### config.mk
export PLATFORM = sky130hd
export DESIGN_NAME = cam_init_sequencer
export DESIGN_NICKNAME = d
export VERILOG_FILES = /design/src/rtl/cam_init_sequencer.sv
export SDC_FILE = /design/constraint.sdc
export NUM_CORES = 1
export LEC_CHECK = 0
export ABC_AREA = 1
export CAP_MARGIN = 30
export CORE_MARGIN = 1
export CORE_UTILIZATION = 40
export DETAILED_ROUTE_END_ITERATION = 10
export SYNTH_ARGS = -nofsm -noshare
export SYNTH_HDL_FRONTEND = slang
export SYNTH_SLANG_ARGS = --single-unit
### constraint.sdc
create_clock -name clk_i -period 5.04 [get_ports clk_i]
set_clock_uncertainty 0.2 [all_clocks]
set_input_delay 1.26 -clock clk_i [delete_from_list [all_inputs] [get_ports clk_i]]
set_output_delay 1.26 -clock clk_i [all_outputs]
set_load 0.02 [all_outputs]
### src/rtl/cam_init_sequencer.sv
// Power-up sequencer for NUM_CH camera channels: timed sensor/bridge reset release,
// then per-channel I2C controller release with config-done timeout and bounded retry.
module cam_init_sequencer #(
    parameter int NUM_CH    = 2,
    parameter int T_SENSOR  = 8388608,
    parameter int T_BRIDGE  = 65536,
    parameter int T_I2C     = 1024,
    parameter int T_TIMEOUT = 16777216,
    parameter int MAX_RETRY = 3,
    parameter int HB_BIT    = 28
) (
    input  logic                  clk_i,
    input  logic                  rst,
    input  logic [NUM_CH-1:0]     cfg_done,
    output logic                  sensor_rst_n,
    output logic                  bridge_rst_n,
    output logic [NUM_CH-1:0]     cfg_rst_n,
    output logic [NUM_CH-1:0]     ch_ok,
    output logic [NUM_CH-1:0]     ch_fail,
    output logic [4*NUM_CH-1:0]   retry_cnt,
    output logic                  init_done,
    output logic                  all_ok,
    output logic                  heartbeat
);

    localparam int T_PWR = T_SENSOR + T_BRIDGE;
    localparam int GW    = $clog2(T_PWR + 1);
    localparam int HW    = (T_I2C > 1) ? $clog2(T_I2C) : 1;
    localparam int TW    = (T_TIMEOUT > 1) ? $clog2(T_TIMEOUT) : 1;

    typedef enum logic [2:0] {
        S_WAIT_PWR,
        S_HOLD,
        S_CFG,
        S_OK,
        S_FAIL
    } ch_state_t;

    logic [GW-1:0]        r_gcnt;
    logic                 r_sensor_rst_n;
    logic                 r_bridge_rst_n;
    logic [HB_BIT:0]      r_hb;
    ch_state_t            r_state [NUM_CH];
    logic [HW-1:0]        r_hcnt  [NUM_CH];
    logic [TW-1:0]        r_tcnt  [NUM_CH];
    logic [NUM_CH-1:0]    r_cfg_rst_n;
    logic [NUM_CH-1:0]    r_ch_ok;
    logic [NUM_CH-1:0]    r_ch_fail;
    logic [4*NUM_CH-1:0]  r_retry;
    logic                 r_init_done;
    logic                 r_all_ok;

    logic [GW-1:0]        w_gcnt_next;
    logic                 w_sensor_next;
    logic                 w_bridge_next;
    logic                 w_all_term;

    // Global counter saturates once the bridge release point is reached.
    assign w_gcnt_next   = (r_gcnt == GW'(T_PWR)) ? r_gcnt : r_gcnt + 1'b1;
    assign w_sensor_next = (w_gcnt_next >= GW'(T_SENSOR));
    assign w_bridge_next = (w_gcnt_next == GW'(T_PWR));
    assign w_all_term    = &(r_ch_ok | r_ch_fail);

    always_ff @(posedge clk_i or posedge rst) begin
        if (rst) begin
            r_gcnt         <= '0;
            r_sensor_rst_n <= 1'b0;
            r_bridge_rst_n <= 1'b0;
            r_hb           <= '0;
            r_init_done    <= 1'b0;
            r_all_ok       <= 1'b0;
        end else begin
            r_gcnt         <= w_gcnt_next;
            r_sensor_rst_n <= r_sensor_rst_n | w_sensor_next;
            r_bridge_rst_n <= r_bridge_rst_n | w_bridge_next;
            r_hb           <= r_hb + 1'b1;
            // Aggregates look at registered channel status, hence one edge of lag.
            r_init_done    <= w_all_term & r_bridge_rst_n;
            r_all_ok       <= w_all_term & r_bridge_rst_n & (&r_ch_ok);
        end
    end

    always_ff @(posedge clk_i or posedge rst) begin
        if (rst) begin
            for (int i = 0; i < NUM_CH; i++) begin
                r_state[i] <= S_WAIT_PWR;
                r_hcnt[i]  <= '0;
                r_tcnt[i]  <= '0;
            end
            r_cfg_rst_n <= '0;
            r_ch_ok     <= '0;
            r_ch_fail   <= '0;
            r_retry     <= '0;
        end else begin
            for (int i = 0; i < NUM_CH; i++) begin
                case (r_state[i])
                    S_WAIT_PWR: begin
                        r_cfg_rst_n[i] <= 1'b0;
                        if (w_sensor_next) begin
                            r_state[i] <= S_HOLD;
                            r_hcnt[i]  <= '0;
                        end
                    end
                    S_HOLD: begin
                        r_cfg_rst_n[i] <= 1'b0;
                        if (r_hcnt[i] == HW'(T_I2C - 1)) begin
                            r_state[i]     <= S_CFG;
                            r_cfg_rst_n[i] <= 1'b1;
                            r_tcnt[i]      <= '0;
                        end else begin
                            r_hcnt[i] <= r_hcnt[i] + 1'b1;
                        end
                    end
                    S_CFG: begin
                        // A done seen on the timeout edge still counts as success.
                        if (cfg_done[i]) begin
                            r_state[i] <= S_OK;
                            r_ch_ok[i] <= 1'b1;
                        end else if (r_tcnt[i] == TW'(T_TIMEOUT - 1)) begin
                            r_cfg_rst_n[i] <= 1'b0;
                            if (r_retry[4*i +: 4] < 4'(MAX_RETRY)) begin
                                r_retry[4*i +: 4] <= r_retry[4*i +: 4] + 4'd1;
                                r_state[i]        <= S_HOLD;
                                r_hcnt[i]         <= '0;
                            end else begin
                                r_state[i]   <= S_FAIL;
                                r_ch_fail[i] <= 1'b1;
                            end
                        end else begin
                            r_tcnt[i] <= r_tcnt[i] + 1'b1;
                        end
                    end
                    S_OK: begin
                        r_cfg_rst_n[i] <= 1'b1;
                    end
                    S_FAIL: begin
                        r_cfg_rst_n[i] <= 1'b0;
                    end
                    default: begin
                        r_state[i]     <= S_FAIL;
                        r_cfg_rst_n[i] <= 1'b0;
                        r_ch_fail[i]   <= 1'b1;
                    end
                endcase
            end
        end
    end

    assign sensor_rst_n = r_sensor_rst_n;
    assign bridge_rst_n = r_bridge_rst_n;
    assign cfg_rst_n    = r_cfg_rst_n;
    assign ch_ok        = r_ch_ok;
    assign ch_fail      = r_ch_fail;
    assign retry_cnt    = r_retry;
    assign init_done    = r_init_done;
    assign all_ok       = r_all_ok;
    assign heartbeat    = r_hb[HB_BIT];

endmodule

Yosys cells after proc, flatten, opt, wreduce, memory -nomap -nowiden

Cells that the tools add are included.

Input bits: 4
Word-level logic and storage cells: 147
Register bits: 145

Eq/ne operators: 32
$lt $le $gt $ge: 3
Reductions and logical operators: 26
Add/sub/neg operators: 8
Multiplexer cells: 47
Bitwise operators: 11

Operators by type and width:

| kind                                                                          | number |
|---|---|
| 24-bit 2-to-1 mux                                                             | 7 |
| 24-bit == test (second input constant)                                        | 4 |
| 24-bit case mux with 2 select lines                                           | 2 |
| 10-bit 2-to-1 mux                                                             | 9 |
| 24-bit by 1-bit adder with 24-bit output (second input constant)              | 3 |
| 10-bit case mux with 3 select lines                                           | 2 |
| 2-bit != test (second input constant)                                         | 16 |
| 4-bit AND reduction                                                           | 8 |
| 29-bit by 1-bit adder with 29-bit output (second input constant)              | 1 |
| 3-bit 2-to-1 mux                                                              | 9 |
| 24-bit >= comparator (second input constant)                                  | 1 |
| 3-bit case mux with 4 select lines                                            | 2 |
| 10-bit by 1-bit adder with 10-bit output (second input constant)              | 2 |
| 10-bit == test (second input constant)                                        | 2 |
| 3-bit by 2-bit == test with 1-bit output (second input constant)              | 4 |
| 1-bit 2-to-1 mux                                                              | 12 |
| 2-bit AND reduction                                                           | 6 |
| 6-bit AND reduction                                                           | 2 |
| 4-bit by 1-bit adder with 4-bit output (second input constant)                | 2 |
| 4-bit by 2-bit less-than comparator with 1-bit output (second input constant) | 2 |
| 4-bit OR reduction                                                            | 2 |
| 3-bit by 1-bit == test with 1-bit output (second input constant)              | 2 |
| 3-bit == test (second input constant)                                         | 2 |
| 3-bit logical NOT                                                             | 2 |
| other kinds (10)                                                              | 23 |

Longest topological paths before layout

Word-level depth: 5
Gate-level depth with buffers: 15

Worst setup path before layout

No wires, ideal clock.

Path kind: input to register
Start point: input cfg_done[0]
End point: register r_tcnt[27] in the netlist's numbering
Path buffers: 1
Arrival: 2003 ps
Path slack: 2741 ps
Data required time: 4745 ps
Cell stages on the path: 6
Library setup time: 95 ps
Cells stage by stage: inv_1 -> nor2_2 -> a21oi_1 -> nand2_4 -> buf_4 -> o31ai_1

Cells in the longest elaborated chain, start to end: 2

RTL lines:

| what                            | RTL line | text |
|---|---|---|
| from (decl)                     | 14       | `input logic [NUM_CH-1:0] cfg_done,` |
| 2-bit != test (no line)         | --       |  |
| 4-bit AND reduction (no line)   | --       |  |
| to (signal, indexed assignment) | 130      | `r_tcnt[i] <= r_tcnt[i] + 1'b1;` |
| to (decl)                       | 45       | `logic [TW-1:0] r_tcnt [NUM_CH];` |

Every way passes these cells.
A chain may end at the register's enable or synchronous reset.

Worst setup path after layout

Start point: register r_ch_ok[1] (netlist: ch_ok[1])
End point: output ch_ok[1]

RTL lines:

| what                              | RTL line | text |
|---|---|---|
| from (decl)                       | 47       | `logic [NUM_CH-1:0] r_ch_ok;` |
| from (signal assigned)            | 91       | `r_ch_ok <= '0;` |
| from (signal, indexed assignment) | 118      | `r_ch_ok[i] <= 1'b1;` |
| to (decl)                         | 18       | `output logic [NUM_CH-1:0] ch_ok,` |

No word-level cell between the ends.

==> metrics.txt <==
Max Root-Sink Buffers 2; synthesized cell area 0.00834 mm^2; CP startpoint kind flop; top_reg_cell synth dfrtp_1; RSZ-0062 raised after global routing no; clock latency on the worst-skew pair 420 ps; first-pass GRT wire length 31.5 mm; routed len/inst 12.7 um; design area 0.00933 mm^2; Slew headroom 42.7%; Crit. End Element output port; Root Buffer clkbuf_16; WP buf/inv 1; Hold WC Path Type reg2reg; Initial Utilization 41.0%; H-Tree Depth 4; Syn Nets 1,113; cts repair resizes 0; Yosys top cell by area dfrtp_1; gpl congestion 0.881; DPL Wire Length 12.9 mm; final max-slew violation count 0; CTS tree yes; Num CTS Buffers 17; Final Hold Viols 0; Sink Count 145; Hold Buf Count CTS 0; Starting DRT DRC Count 424; Final Cycle Share 59.7%; area fraction of the dominant cell type after synthesis 43.5%; Area after DPL 0.00881 mm^2; number of remaining DRC errors 0; vias in the first global route 6,585; max-cap viol count 0; initial antenna violation count 0; most frequent cells after synthesis 320 x nand2_1, 145 x dfrtp_1, 141 x nor2_1, 101 x inv_1, 92 x nand3_1; largest net degree at the start of global routing 73; clk slew on worst S/H paths 60 ps; Least-Margin Pin Slew 858 ps; Peak supply drop 0.000189 V; slowest CP cell clkdlybuf4s50_1; Place WS 1830 ps; Crit path required time 3580 ps; Tot GR Track Use 18.2%; #FFs+latches synth 145; n_diodes 0; Crit Path Max Fanout 4; number of synthesized flops with an enable pin 0; grt total ovfl 0; Pwr Density 253 mW/mm^2; Post-Layout Cell Count 1,401; die footprint 0.0214 mm^2; critical path arrival 1550 ps; Synth Area per Inst 7.58 um^2; overall die height 146 um; fin nets 1,137; via density per instance 4.86; status finished clean; critical path's top delay family buffers and inverters; Area growth syn-to-layout 11.8%; critical path, cell by cell clkdlybuf4s50_1; Ys Warns 0; first-pass detailed-route iteration total 7; Distinct cells, synth 39; CP max stage delay 650 ps; most frequent cell after synthesis nand2_1; final antenna-violating net count 0; asr flop ratio synth 100%; Port Buf Inserts 22; # IOs 23; routed vias 6,807; die width 146 um; Final Setup Violations 0; postcts setup bufs 0; instance count of the mapped netlist 1,100; Sum Neg Setup Slack 0 ps; Leak Pwr 4.21 nW; share of cells above drive strength 1 9.11%; critical path class reg2out; Synth area leaders dfrtp_1 43%, nand2_1 14%, nor2_1 6.3%; fin crit period 3010 ps; Core Rows 52; max frequency 0.332 GHz; Placed Cells 1,375; sequential area share after synthesis 43.5%; core box area 0.0204 mm^2; drt total wl 17.8 mm; Final Worst Setup Slack 2030 ps
-- flip-flops by register name, indices dropped and copies added (netlist names), 6 cells and up --
register and flops:
r_state 6, r_hb 29, r_tcnt 48, r_hcnt 20, r_gcnt 24, retry_cnt 8
-- logic make-up (layout without fill, tap and decap cells) --
logic type / Yosys count / after routing / synth area share [%]
flip-flops: 145 / 145 / 43.5
XOR/XNOR: 69 / 69 / 7.24
adder cells (fa/ha/maj): 9 / 9 / 1.35
AND/OR/NAND/NOR: 673 / 673 / 36.1
AO/OA/AOI/OAI: 69 / 69 / 5.07
multiplexers: 1 / 1 / 0.135
buffers and inverters: 134 / 165 / 6.63
-- layout make-up --
type,instances,area (um^2)
Timing Repair Buffer,24,248
Inverter,115,439
Fill cell,2018,11000
Sequential cell,145,3630
Multi-Input combinational cell,821,4160
Tap cell,270,338
Clock inverter,1,30.0
Clock buffer,25,485
-- metrics by stage --
| step | utilization [%] | hold slack [ps] | power, mW |
|---|---|---|---|
| after floorplan | - | 222 | 1.21 |
| after global placement | 43.3 | 196 | 1.23 |
| after detailed placement | 43.3 | 193 | 1.23 |
| after CTS | 45.8 | 212 | 2.39 |
| after global routing | 45.8 | 231 | 2.44 |
| final | 45.8 | 203 | 2.36 |
-- worst paths after layout --
check	to	slack, ps	startpoint	depth (start not counted)
max reg2reg	retry_cnt[5]	2340	r_state[0]	6
min reg2reg	retry_cnt[6]	200	retry_cnt[6]	0
min	retry_cnt[6]	200	retry_cnt[6]	0
max in group asynchronous	r_hb[0]	2520	rst	3
min in group asynchronous	r_hb[28]	1160	rst	2
max	ch_ok[1]	2030	ch_ok[1]	1
-- layer usage --
layer	vias to the layer above	global-route usage (%)	share of wire [%]
met5	-	0	0
met4	0	5.42	1.1
met3	14	3.31	2.9
met2	103	29.0	46
met1	3158	25.1	50
li1	3532	-	-
-- layout by cell type, fill, tap and decap left out, types with 2 or more instances in the layout --
cell / n
o21ai_0: 18
xnor2_1: 19
a21oi_1: 8
clkbuf_16: 17
a21boi_0: 2
clkbuf_1: 5
nor2_2: 15
and2_1: 3
o21bai_1: 2
nor3_1: 26
nand2_1: 320
nor2_1: 141
inv_1: 100
nand2_4: 3
nor4_1: 3
nor2_4: 9
inv_2: 12
o31ai_1: 12
dfrtp_1: 145
nand2_2: 15
nor3_2: 2
o21ai_2: 9
nor3b_1: 2
o21ai_1: 16
nand3_1: 92
clkbuf_8: 3
nand4_1: 25
xor2_1: 50
nor3_4: 2
or2_2: 9
clkdlybuf4s50_1: 22
nand3b_1: 5
ha_1: 9
-- power by group --
group	internal [mW]	leakage, nW	switching (mW)	total (mW)
Sequential	1.17	1.88	0.00333	1.17
Clock	0.701	0.251	0.447	1.15
Combinational	0.00960	2.08	0.0287	0.0383
Total	1.88	4.21	0.479	2.36
(Power assumes the default switching activity.)
